### config.mk
export PLATFORM = sky130hd
export DESIGN_NAME = uart_tx_sched_flat
export DESIGN_NICKNAME = d
export VERILOG_FILES = /design/src/rtl/uart_tx_sched_if.sv /design/src/rtl/uart_tx_sched.sv /design/src/flat_wrapper.sv
export SDC_FILE = /design/constraint.sdc
export NUM_CORES = 1
export LEC_CHECK = 0
export ABC_CLOCK_PERIOD_IN_PS = 1700
export CORE_ASPECT_RATIO = 0.9
export CORE_MARGIN = 3
export CORE_UTILIZATION = 56
export DETAILED_ROUTE_END_ITERATION = 8
export DONT_BUFFER_PORTS = 1
export GPL_TIMING_DRIVEN = 0
export PLACE_DENSITY = 0.8
export SKIP_CTS_REPAIR_TIMING = 1
export SLEW_MARGIN = 40
export SYNTH_ARGS = -nofsm -noshare
export SYNTH_HDL_FRONTEND = slang
export SYNTH_SLANG_ARGS = --single-unit
export TNS_END_PERCENT = 100
### constraint.sdc
create_clock -name clk -period 1.7 [get_ports clk]
set_clock_uncertainty 0.2 [all_clocks]
set_input_delay 0.17 -clock clk [delete_from_list [all_inputs] [get_ports clk]]
set_output_delay 0.17 -clock clk [all_outputs]
set_load 0.05 [all_outputs]
### src/rtl/uart_tx_sched_if.sv
// Requester/transmitter-side signal bundle for uart_tx_sched.
// The master side is the environment (requesters plus uart_tx); the scheduler is the slave.
interface uart_tx_sched_if;
  logic [3:0]  req;
  logic [31:0] req_data;
  logic [3:0]  ack;
  logic [3:0]  done;
  logic        busy;
  logic        bpsclk;
  logic        tx_en;
  logic [7:0]  tx_data;
  logic        tx_stop;

  modport master (
    output req, req_data, tx_stop,
    input  ack, done, busy, bpsclk, tx_en, tx_data
  );

  modport slave (
    input  req, req_data, tx_stop,
    output ack, done, busy, bpsclk, tx_en, tx_data
  );
endinterface

### src/rtl/uart_tx_sched.sv
// Round-robin arbiter sharing one uart_tx between four byte requesters.
// Also generates the free-running baud tick and enforces an idle gap after each frame.
module uart_tx_sched #(
  parameter int unsigned CLK_HZ   = 50_000_000,
  parameter int unsigned BAUD     = 9600,
  parameter int unsigned GAP_BITS = 1
) (
  input logic            clk,
  input logic            rst,
  uart_tx_sched_if.slave bus
);

  localparam int unsigned DIV      = CLK_HZ / BAUD;
  localparam logic [15:0] DIV_LAST = 16'(DIV - 1);
  localparam logic [3:0]  GAP_LAST = 4'(GAP_BITS);

  typedef enum logic [1:0] {IDLE, SEND, GAP} state_t;

  state_t      state, state_nx;
  logic [15:0] baud_cnt;
  logic        bpsclk_q;
  logic [1:0]  last, last_nx;
  logic [1:0]  cur, cur_nx;
  logic [3:0]  gap_cnt, gap_nx;
  logic        tx_en_q, tx_en_nx;
  logic [7:0]  tx_data_q, tx_data_nx;
  logic [3:0]  ack_q, ack_nx;
  logic [3:0]  done_q, done_nx;
  logic [1:0]  win;
  logic        win_vld;

  // Baud tick: never stalled by the scheduler, so uart_tx sees a steady bit clock.
  // NOTE: sequential state uses non-blocking assignments so every register samples pre-edge values.
  always_ff @(posedge clk or negedge rst) begin
    if (!rst) begin
      baud_cnt <= '0;
      bpsclk_q <= 1'b0;
    end else begin
      bpsclk_q <= (baud_cnt == DIV_LAST);
      baud_cnt <= (baud_cnt == DIV_LAST) ? '0 : baud_cnt + 16'd1;
    end
  end

  // Winner search starts just above the last grant and wraps, giving rotation.
  always_comb begin
    win     = '0;
    win_vld = 1'b0;
    for (int i = 0; i < 4; i++) begin
      if (!win_vld && bus.req[last + 2'(i + 1)]) begin
        win     = last + 2'(i + 1);
        win_vld = 1'b1;
      end
    end
  end

  // NOTE: every output of this block gets a default first, so no path can infer a latch.
  always_comb begin
    state_nx   = state;
    last_nx    = last;
    cur_nx     = cur;
    gap_nx     = gap_cnt;
    tx_en_nx   = tx_en_q;
    tx_data_nx = tx_data_q;
    ack_nx     = '0;
    done_nx    = '0;

    unique case (state)
      IDLE: begin
        if (win_vld) begin
          tx_data_nx   = bus.req_data[{win, 3'b000} +: 8];
          tx_en_nx     = 1'b1;
          ack_nx[win]  = 1'b1;
          last_nx      = win;
          cur_nx       = win;
          state_nx     = SEND;
        end
      end
      SEND: begin
        // Dropping tx_en on the edge after tx_stop keeps uart_tx from resending the byte.
        if (bus.tx_stop) begin
          tx_en_nx     = 1'b0;
          done_nx[cur] = 1'b1;
          gap_nx       = '0;
          state_nx     = (GAP_BITS == 0) ? IDLE : GAP;
        end
      end
      GAP: begin
        if (bpsclk_q) begin
          gap_nx = gap_cnt + 4'd1;
          if (gap_nx == GAP_LAST) state_nx = IDLE;
        end
      end
      default: state_nx = IDLE;
    endcase
  end

  // NOTE: asynchronous active-low reset clears every register, including mid-frame.
  always_ff @(posedge clk or negedge rst) begin
    if (!rst) begin
      state     <= IDLE;
      last      <= 2'd3;
      cur       <= 2'd0;
      gap_cnt   <= '0;
      tx_en_q   <= 1'b0;
      tx_data_q <= '0;
      ack_q     <= '0;
      done_q    <= '0;
    end else begin
      state     <= state_nx;
      last      <= last_nx;
      cur       <= cur_nx;
      gap_cnt   <= gap_nx;
      tx_en_q   <= tx_en_nx;
      tx_data_q <= tx_data_nx;
      ack_q     <= ack_nx;
      done_q    <= done_nx;
    end
  end

  assign bus.ack     = ack_q;
  assign bus.done    = done_q;
  assign bus.busy    = (state != IDLE);
  assign bus.bpsclk  = bpsclk_q;
  assign bus.tx_en   = tx_en_q;
  assign bus.tx_data = tx_data_q;

endmodule

### src/flat_wrapper.sv
// flat-port wrapper written by rule: the top's interface ports become plain ports
module uart_tx_sched_flat 
#(
  parameter int unsigned CLK_HZ   = 50_000_000,
  parameter int unsigned BAUD     = 9600,
  parameter int unsigned GAP_BITS = 1
)
  (clk, rst, bus_req, bus_req_data, bus_tx_stop, bus_ack, bus_done, bus_busy, bus_bpsclk, bus_tx_en, bus_tx_data);
  uart_tx_sched_if bus_i ();
  input logic clk;
  input logic rst;
  input wire logic [$bits(bus_i.req)-1:0] bus_req;
  input wire logic [$bits(bus_i.req_data)-1:0] bus_req_data;
  input wire logic [$bits(bus_i.tx_stop)-1:0] bus_tx_stop;
  output wire logic [$bits(bus_i.ack)-1:0] bus_ack;
  output wire logic [$bits(bus_i.done)-1:0] bus_done;
  output wire logic [$bits(bus_i.busy)-1:0] bus_busy;
  output wire logic [$bits(bus_i.bpsclk)-1:0] bus_bpsclk;
  output wire logic [$bits(bus_i.tx_en)-1:0] bus_tx_en;
  output wire logic [$bits(bus_i.tx_data)-1:0] bus_tx_data;
  assign bus_i.req = bus_req;
  assign bus_i.req_data = bus_req_data;
  assign bus_i.tx_stop = bus_tx_stop;
  assign bus_ack = bus_i.ack;
  assign bus_done = bus_i.done;
  assign bus_busy = bus_i.busy;
  assign bus_bpsclk = bus_i.bpsclk;
  assign bus_tx_en = bus_i.tx_en;
  assign bus_tx_data = bus_i.tx_data;
  uart_tx_sched #(.CLK_HZ(CLK_HZ), .BAUD(BAUD), .GAP_BITS(GAP_BITS)) u_core (.clk(clk), .rst(rst), .bus(bus_i));
endmodule
==> run summary, run 1 <==
Design Area, Final: 0.00283 mm²
Fillers: 179
worst-margin pin slew: 504 ps
switching share of power: 44.0%
Adder-Cell Fraction of Synth Area: 1.74%
TritonRoute pass-1 iters: 4
dpl ws: -273 ps
register-to-register path setup slack: -330 ps
HP Class: in2reg
top_reg_cell synth: dfrtp_1
Pleak: 1.29 nW
Async SR Flop Fraction: 100%
CTS buffer count: 5
Internal Power: 2.23 mW
RR Startpoint: u_core.last[1]
worst hold stages: 4
# IOs: 58
layout cell share with drive strength beyond 1: 17.3%
row count: 20
sequential fraction of the synthesis area: 51.2%
PnR Total Power: 3.99 mW
CP arrival: 2010 ps
Initial Util: 61.1%
mux cell area share after synthesis: 7.89%
min-delay src: bus_req[0]
CTS tree: yes
Seq. cell area: 0.00111 mm²
largest family of logic cells by synthesized area: simple AND/OR/NAND/NOR gates
worst skew pair latency: 320 ps
area grow syn2layout: 31.2%
Syn Nets: 247
cell taking the most area after synthesis: dfrtp_1
H-tree depth: 2
Register-to-Register Path Depth: 6
vias in the first global route: 1578
final setup fails: 22
initial antenna violation count: 1
Starting DRT DRC Count: 136
Fin Hold WS: 33.4 ps
clk slew on worst S/H paths: 100 ps
Slew Viols, Final: 0
Max-Cap Viols: 0
dpl hpwl: 3.12 mm
Power Dens Cells: 1410 mW/mm²
outcome: complete, but fails checks
WHS Endpoint: u_core.state[0]
GR Util All Layers: 19.5%
Final #Nets: 296
EDFF count, synth: 0
top cells by area, synth: dfrtp_1 (49%), mux2i_1 (7.9%), nand2_1 (4.2%)
Mapped Cells: 205
Slew headroom: 66.4%
CTS max path bufs: 2
Syn Area/Cell: 10.5 µm²
Port Buffers: 0
failing checks: negative setup slack
Vias per Instance: 6.15
Die Y: 64.9 µm
post-route clock period utilization: 119%
die area: 0.00463 mm²
reg2reg end: u_core.bus.tx_data[0]
Core Util, Final: 80.2%
Critical Path RT: 1680 ps
Yosys reg bits: 44
clock share of power: 21.0%
sequential power share: 49.2%
RSZ-0062 raised after global routing: true
Cell variety after synth: 36
Synth Area in Simple Gates: 20.2%
Final Hold Vio Count: 0
Worst Setup Start Kind: flip-flop
# DRC: 0
Post-DP Area: 0.00221 mm²
ANT nets after route: 0
RePlAce Congestion: 0.862
synth warn: 0
WS Path Type: reg2reg
Multi-input gate area: 0.00103 mm²
Post-Layout Cell Count: 300
top-area cell type share of the netlist area: 48.7%
Core Box Area: 0.00353 mm²
largest net degree at the start of global routing: 45
root buf cell: clkbuf_8
WL per Instance: 20.7 µm
Sink Count: 44
Netlist Area Pre-Place: 0.00216 mm²
global route overflow: 0
CP Max Fanout: 10
CP Capture Type: flip-flop
via count: 1844
VDD IR-drop max: 1.08 mV
minimum clock period after layout: 2030 ps
Fmax: 493 MHz
final wirelength: 6.20 mm
Post-Synth XOR/XNOR Area: 6.50%
NetSw: 1.76 mW
Die X: 71.4 µm
Final TNS setup: -3590 ps
placed cell count: 249
PnR worst setup slack: -330 ps
Synth Area in Compound Gates: 9.16%
Combinational Power Share: 29.8%
first-pass GRT wire length: 7.11 mm
==> area by class of cell <==
class | count | share of cell area [%]
antenna | 1 | 0.0884
buffer | 5 | 1.64
clock buffer | 5 | 2.43
clock inverter | 3 | 1.64
inverter | 7 | 0.928
multi-input combinational | 147 | 36.5
sequential | 44 | 39.1
tap | 44 | 1.95
timing repair buffer | 44 | 15.8
==> state kept, by name, summed over array words and instances, names as in the netlist <==
signal,count
u_core.bus.tx_en,1
u_core.bus.done,4
u_core.baud_cnt,16
u_core.bus.ack,4
u_core.bus.tx_data,8
u_core.last,2
u_core.bus.bpsclk,1
u_core.state,2
u_core.gap_cnt,4
u_core.cur,2
==> synth_stat cells, types with 2 or more instances <==
cell type,instances
and3_1,4
dfstp_2,2
o22ai_1,2
dfrtp_1,42
xor2_1,9
nand2b_1,2
ha_1,3
o221ai_1,8
nand3_1,12
nor2_2,6
nor2_1,15
nor4_1,3
o21ai_0,4
nand2_1,24
a21oi_1,8
mux2i_1,17
clkbuf_1,5
nor3_1,3
a31oi_1,2
nor2b_1,5
xnor2_1,7
inv_1,7
nand4_1,2
==> layer usage <==
layer	vias to the layer above	global-route usage [%]	routed length (µm)
li1	809	-	-
met1	886	22.8	2230
met2	116	33.6	3180
met3	33	6.36	424
met4	0	6.57	371
met5	-	0	0
==> cells in the final DEF, fill, tap and decap left out, types with 4 or more instances in the layout <==
| master | n |
|---|---|
| nand2_1 | 24 |
| buf_6 | 5 |
| o21ai_0 | 4 |
| inv_1 | 7 |
| a21oi_1 | 8 |
| xnor2_1 | 7 |
| dfrtp_1 | 40 |
| mux2i_1 | 16 |
| nor2_2 | 5 |
| nor2b_1 | 5 |
| buf_4 | 6 |
| clkbuf_8 | 5 |
| dlygate4sd3_1 | 34 |
| nor2_1 | 14 |
| xor2_1 | 8 |
| nand3_1 | 12 |
| o221ai_1 | 8 |
==> critical path: stages, from the launching register on <==
cell      delay [ps]
dfstp_2          590
nand2b_4         140
a21oi_2           70
o221ai_4         260
buf_8            210
mux2i_1          240
o221ai_1         180
==> worst max path at each step <==
stage                                       end      startpoint  cells after the start
after floorplan           u_core.bus.tx_data[1]  u_core.last[1]                      6
final                     u_core.bus.tx_data[0]  u_core.last[1]                      6
after detailed placement  u_core.bus.tx_data[4]  u_core.last[1]                      6
after global placement    u_core.bus.tx_data[4]  u_core.last[1]                      6
after CTS                 u_core.bus.tx_data[1]  u_core.last[1]                      6
after global routing      u_core.bus.tx_data[0]  u_core.last[1]                      6
==> power by group through the flow <==
stage	registers, mW	clock network (mW)	logic (mW)
after floorplan	1.93	0	0.744
after global placement	1.97	0	0.848
after detailed placement	1.98	0	0.898
after CTS	1.96	0.828	0.896
after global routing	1.99	0.887	1.29
final	1.96	0.837	1.19
==> logic make-up (layout without fill, tap and decap cells) <==
kind of cell | count (synthesis) | in the layout
multiplexers | 17 | 17
XOR/XNOR | 16 | 16
AND/OR/NAND/NOR | 84 | 84
adder cells (fa/ha/maj) | 3 | 3
buffers and inverters | 14 | 64
other | 0 | 1
flip-flops | 44 | 44
AO/OA/AOI/OAI | 27 | 27
No activity file was read; power rests on OpenSTA's default activity.
==> run 2, diff against run 1 <==
--- a/config.mk
+++ b/config.mk
@@ -12,7 +12,7 @@
 export DETAILED_ROUTE_END_ITERATION = 8
 export DONT_BUFFER_PORTS = 1
 export GPL_TIMING_DRIVEN = 0
-export PLACE_DENSITY = 0.8
+export PLACE_DENSITY = 0.73
 export SKIP_CTS_REPAIR_TIMING = 1
 export SLEW_MARGIN = 40
 export SYNTH_ARGS = -nofsm -noshare
==> run 2 against run 1 <==
Net effect:
- the run ends with negative hold slack, negative setup slack left
- non-clock buffer count is 1 lower
- sequential power hardly changed
- flip-flop and latch count stayed put
- utilization is 1.9 points lower
- highest routed layer unchanged
- largest power group unchanged
- total power is 4.6% lower
- critical endpoint is now u_core.bus.tx_data[3]
- cell count is 0.67% lower
- critical path depth stayed put
==> run summary, run 2 (synthesis gave the netlist of run 1 again) <==
GR Util All Layers: 19.2% (-0.33 points)
dpl hpwl: 3.11 mm (-0.18%)
register-to-register path setup slack: -280 ps (+50 ps)
worst-margin pin slew: 512 ps (+7.69 ps)
# IOs: 58 (unchanged)
HP Class: in2reg
die area: 0.00463 mm² (unchanged)
TritonRoute pass-1 iters: 5 (+1)
placed cell count: 249 (unchanged)
# DRC: 0 (unchanged)
clk slew on worst S/H paths: 90 ps (about the same)
final wirelength: 5.46 mm (-12%)
Critical Path RT: 1670 ps (about the same)
PnR worst setup slack: -281 ps (+48.6 ps)
outcome: complete, but fails checks
H-tree depth: 2 (unchanged)
layout cell share with drive strength beyond 1: 15.7% (-1.5 points)
Post-DP Area: 0.00221 mm² (unchanged)
most frequent cells in the layout: dfrtp_1 (41), dlygate4sd3_1 (34), nand2_1 (24), mux2i_1 (17), nor2_1 (14)
Vias per Instance: 5.89 (-4.2%)
WS Path Type: reg2reg
post-route clock period utilization: 117% (-2.9 points)
Pleak: 1.28 nW (-0.99%)
minimum clock period after layout: 1980 ps (-48.6 ps)
CTS buffer count: 5 (unchanged)
Final #Nets: 295 (-0.34%)
CP Max Fanout: 10 (unchanged)
Core Util, Final: 78.3% (-1.9 points)
VDD IR-drop max: 1.13 mV (+5.3%)
ANT nets after route: 0 (unchanged)
Fmax: 505 MHz (+2.5%)
largest net degree at the start of global routing: 45 (unchanged)
Design Area, Final: 0.00276 mm² (-2.3%)
vias in the first global route: 1562 (-1.0%)
Port Buffers: 0 (unchanged)
Max-Cap Viols: 0 (unchanged)
first-pass GRT wire length: 7.05 mm (-0.87%)
Top reg by flops: u_core.baud_cnt
Die X: 71.4 µm (unchanged)
Slew Viols, Final: 0 (unchanged)
Die Y: 64.9 µm (unchanged)
Core Box Area: 0.00353 mm² (unchanged)
root buf cell: clkbuf_8
failing checks: negative hold slack, negative setup slack
dpl ws: -320 ps (-46.5 ps)
RePlAce Congestion: 0.819 (-5.0%)
Final Hold Vio Count: 2 (+2)
Power Dens Cells: 1380 mW/mm² (-2.3%)
WL per Instance: 18.3 µm (-11%)
Initial Util: 61.1% (unchanged)
global route overflow: 0 (unchanged)
commonest non-fill, non-tap cell in the layout: dfrtp_1
area grow syn2layout: 28.1%
worst skew pair latency: 310 ps (about the same)
max reg flops: 16 (unchanged)
Post-Layout Cell Count: 298 (-0.67%)
Fin Hold WS: -30.5 ps (-63.9 ps)
CP Capture Type: flip-flop
via count: 1754 (-4.9%)
Slew headroom: 65.9% (-0.51 points)
Starting DRT DRC Count: 176 (+29%)
diode count: 0 (-1)
CTS max path bufs: 2 (unchanged)
Worst Setup Start Kind: flip-flop
Sink Count: 44 (unchanged)
initial antenna violation count: 0 (-1)
final setup fails: 19 (-14%)
CTS tree: yes
CP arrival: 1950 ps (-60 ps)
row count: 20 (unchanged)
RSZ-0062 raised after global routing: true
==> run 2: cell type report <==
cell class              count  area (µm²)
flip-flops and latches     44        1100
fillers                   198         764
clock inverters             1        7.51
plain buffers               5        46.3
clock buffers               7        86.3
repair buffers             43         433
inverters                   7        26.3
well taps                  44        55.1
multi-input cells         147        1000
==> run 2: worst max-delay path: stages (launching register included) <==
cell,delay (ps)
dfstp_2,610
nand2b_4,150
a21oi_2,60
o221ai_4,250
buf_8,200
mux2i_1,220
o221ai_1,160
==> run 2: path summary, 6_finish.rpt <==
path / start / end / cells past startpoint
setup reg to reg: u_core.last[1] / u_core.bus.tx_data[3] / 6
min in group asynchronous: rst / u_core.gap_cnt[0] / 2
setup / recovery: u_core.last[1] / u_core.bus.tx_data[3] / 6
hold reg to reg: u_core.cur[0] / u_core.bus.done[2] / 1
max in group asynchronous: rst / u_core.last[1] / 2
hold / removal: bus_tx_stop / u_core.bus.done[0] / 2
==> run 2: report_power, final <==
| group | internal [mW] | switching, mW |
|---|---|---|
| Sequential | 1.27 | 0.695 |
| Combinational | 0.487 | 0.645 |
| Clock | 0.331 | 0.372 |
| Total | 2.09 | 1.71 |
==> run 2: metrics by stage <==
stage | total power, mW | TNS, ps
after detailed placement | 2.88 | -3840
after CTS | 3.55 | -4060
after global routing | 4.00 | -3910
after floorplan | 2.67 | -547
after global placement | 2.83 | -2650
final | 3.80 | -2380
==> run 2: routing by layer <==
layer	share of wire, %	vias up	GRT usage (%)
li1	-	809	-
met1	40	872	25.0
met2	53	62	31.4
met3	5.1	11	4.81
met4	1.9	0	5.87
met5	0	-	0
==> run 3, diff against run 2 <==
--- a/config.mk
+++ b/config.mk
@@ -5,16 +5,15 @@
 export SDC_FILE = /design/constraint.sdc
 export NUM_CORES = 1
 export LEC_CHECK = 0
-export ABC_CLOCK_PERIOD_IN_PS = 1700
+export ABC_CLOCK_PERIOD_IN_PS = 2300
 export CORE_ASPECT_RATIO = 0.9
 export CORE_MARGIN = 3
-export CORE_UTILIZATION = 56
+export CORE_UTILIZATION = 60
 export DETAILED_ROUTE_END_ITERATION = 8
 export DONT_BUFFER_PORTS = 1
 export GPL_TIMING_DRIVEN = 0
-export PLACE_DENSITY = 0.73
+export PLACE_DENSITY = 0.75
 export SKIP_CTS_REPAIR_TIMING = 1
-export SLEW_MARGIN = 40
 export SYNTH_ARGS = -nofsm -noshare
 export SYNTH_HDL_FRONTEND = slang
 export SYNTH_SLANG_ARGS = --single-unit
==> constraint.sdc (replaced) <==
create_clock -name clk -period 2.3 [get_ports clk]
set_clock_uncertainty 0.2 [all_clocks]
set_input_delay 0.23 -clock clk [delete_from_list [all_inputs] [get_ports clk]]
set_output_delay 0.23 -clock clk [all_outputs]
set_load 0.05 [all_outputs]
==> run 3 against run 2 <==
Net effect:
- the run ends with negative hold slack left
- cell count shrank 7.7%
- largest cell class unchanged
- register-to-register slack gained 520 ps
- combinational power shrank 36%
- largest power group unchanged
- total power shrank 31%
- utilization shrank 5.1 points
==> run summary, run 3 (synthesis gave the netlist of run 1 again) <==
final setup fails: 0 (-19)
ANT nets after route: 0 (unchanged)
H-tree depth: 2 (unchanged)
max reg flops: 16 (unchanged)
Critical path buffers and inverters: 1 (unchanged)
Slew headroom: 65.2% (-0.74 points)
Pleak: 1.15 nW (-9.8%)
root buf cell: clkbuf_8
Post-DP Area: 0.00221 mm² (unchanged)
dpl ws: 264 ps (+584 ps)
switching share of power: 45.0% (about the same)
PnR worst setup slack: 243 ps (+524 ps)
largest net degree at the start of global routing: 45 (unchanged)
Design Area, Final: 0.00249 mm² (-9.9%)
post-route clock period utilization: 89.4% (-27 points)
NetSw: 1.18 mW (-31%)
Port Buffers: 0 (unchanged)
worst-margin pin slew: 523 ps (+11.1 ps)
Vias per Instance: 5.90 (+0.21%)
WS Path Type: reg2reg
Final Hold Vio Count: 3 (+1)
TritonRoute pass-1 iters: 4 (-1)
# IOs: 58 (unchanged)
initial antenna violation count: 0 (unchanged)
Combinational Power Share: 27.5% (-2.3 points)
worst hold stages: 2 (unchanged)
CTS tree: yes
most frequent cells in the layout: dfrtp_1 (42), nand2_1 (24), mux2i_1 (17), dlygate4sd3_1 (17), nor2_1 (15)
commonest non-fill, non-tap cell in the layout: dfrtp_1
placed cell count: 249 (unchanged)
CTS buffer count: 5 (unchanged)
diode count: 0 (unchanged)
Seq. cell area: 0.00110 mm² (-0.11%)
RSZ-0062 raised after global routing: false
Die X: 69.2 µm (-3.1%)
clock share of power: 17.5% (-1.0 points)
# DRC: 0 (unchanged)
Fmax: 486 MHz (-3.7%)
clk slew on worst S/H paths: 80 ps (about the same)
Worst Setup Start Kind: flip-flop
area grow syn2layout: 15.5%
row count: 20 (unchanged)
Die Y: 62.9 µm (-3.1%)
worst skew pair latency: 290 ps (-20 ps)
vias in the first global route: 1607 (+2.9%)
Power Dens Cells: 1050 mW/mm² (-23%)
via count: 1622 (-7.5%)
worst-path cell chain: a21oi_1 -> a31oi_1 -> a21oi_1 -> nand3_1 -> clkbuf_1 -> o221ai_1
failing checks: negative hold slack
CP Max Fanout: 10 (unchanged)
Final TNS setup: 0 ps (+2380 ps)
Fillers: 250 (+26%)
final wirelength: 4.69 mm (-14%)
Sink Count: 44 (unchanged)
first-pass GRT wire length: 7.32 mm (+3.8%)
layout cell share with drive strength beyond 1: 9.52% (-6.2 points)
Critical Path RT: 2240 ps (+570 ps)
Final #Nets: 272 (-7.8%)
Post-Layout Cell Count: 275 (-7.7%)
Core Box Area: 0.00340 mm² (-3.5%)
VDD IR-drop max: 0.802 mV (-29%)
Register-to-Register Path Depth: 6 (unchanged)
CP max stage cell: dfstp_2
global route overflow: 0 (unchanged)
outcome: complete, but fails checks
CP arrival: 1990 ps (+40 ps)
CTS max path bufs: 2 (unchanged)
Largest stage delay, worst path: 600 ps (about the same)
HP Class: in2reg
Multi-input gate area: 982 µm² (-2.2%)
Critical Path Most Common Cell: a21oi_1
Top reg by flops: u_core.baud_cnt
CP Capture Type: flip-flop
die area: 0.00435 mm² (-6.1%)
Slew Viols, Final: 0 (unchanged)
Critical Path Stages: 6 (unchanged)
Max-Cap Viols: 0 (unchanged)
sequential power share: 55.0% (+3.2 points)
Fin Hold WS: -32.2 ps (-1.64 ps)
WL per Instance: 17.1 µm (-6.8%)
RePlAce Congestion: 0.867 (+5.9%)
minimum clock period after layout: 2060 ps (+75.8 ps)
delay-heaviest family, CP: flip-flops
GR Util All Layers: 21.2% (+2.1 points)
Internal Power: 1.44 mW (-31%)
Starting DRT DRC Count: 108 (-39%)
dpl hpwl: 3.20 mm (+2.9%)
Initial Util: 63.4% (+2.2 points)
run 3: cell count changes in the layout (fill, tap and decap cells not counted), moves of 3 or more:
cell           previous run  this run
buf_4                     5         0
buf_6                     4         1
clkbuf_1                  2         7
dlygate4sd3_1            34        17
run 3: power by group through the flow:
stage               Clock [mW]  Combinational, mW  Sequential [mW]
finish                   0.461              0.723             1.44
global route             0.505              0.801             1.47
CTS                      0.472              0.671             1.45
detailed placement           0              0.668             1.46
global placement             0              0.630             1.46
floorplan                    0              0.550             1.42
run 3: layer usage:
metal  vias to the layer above  track usage [%]  part of all wire, %
li1                        763                -                    -
met4                         0             5.85                  1.5
met5                         -                0                    0
met3                         8             6.91                  5.6
met2                        53             38.5                   54
met1                       798             23.8                   39
run 3: cell type report:
| class | instances | area share, % |
|---|---|---|
| plain buffers | 7 | 1.81 |
| inverters | 7 | 1.05 |
| well taps | 44 | 2.21 |
| clock inverters | 1 | 0.201 |
| repair buffers | 18 | 7.94 |
| flip-flops and latches | 44 | 44.3 |
| clock buffers | 7 | 3.06 |
| multi-input cells | 147 | 39.4 |
run 3: path summary, 6_finish.rpt:
check                                              to  slack (ps)        startpoint
worst max-delay path            u_core.bus.tx_data[7]         240    u_core.last[1]
worst min-delay path            u_core.bus.tx_data[3]         -30  bus_req_data[19]
worst max register to register  u_core.bus.tx_data[7]         240    u_core.last[1]
worst min register to register     u_core.bus.done[2]         260     u_core.cur[0]
max in group asynchronous              u_core.last[1]        1410               rst
min in group asynchronous         u_core.baud_cnt[11]         230               rst
run 3: stage by stage:
stage,power (mW),utilization (%)
after global routing,2.78,73.2
after CTS,2.59,67.4
final,2.63,73.2
after detailed placement,2.13,65.0
after global placement,2.08,65.0
after floorplan,1.97,-
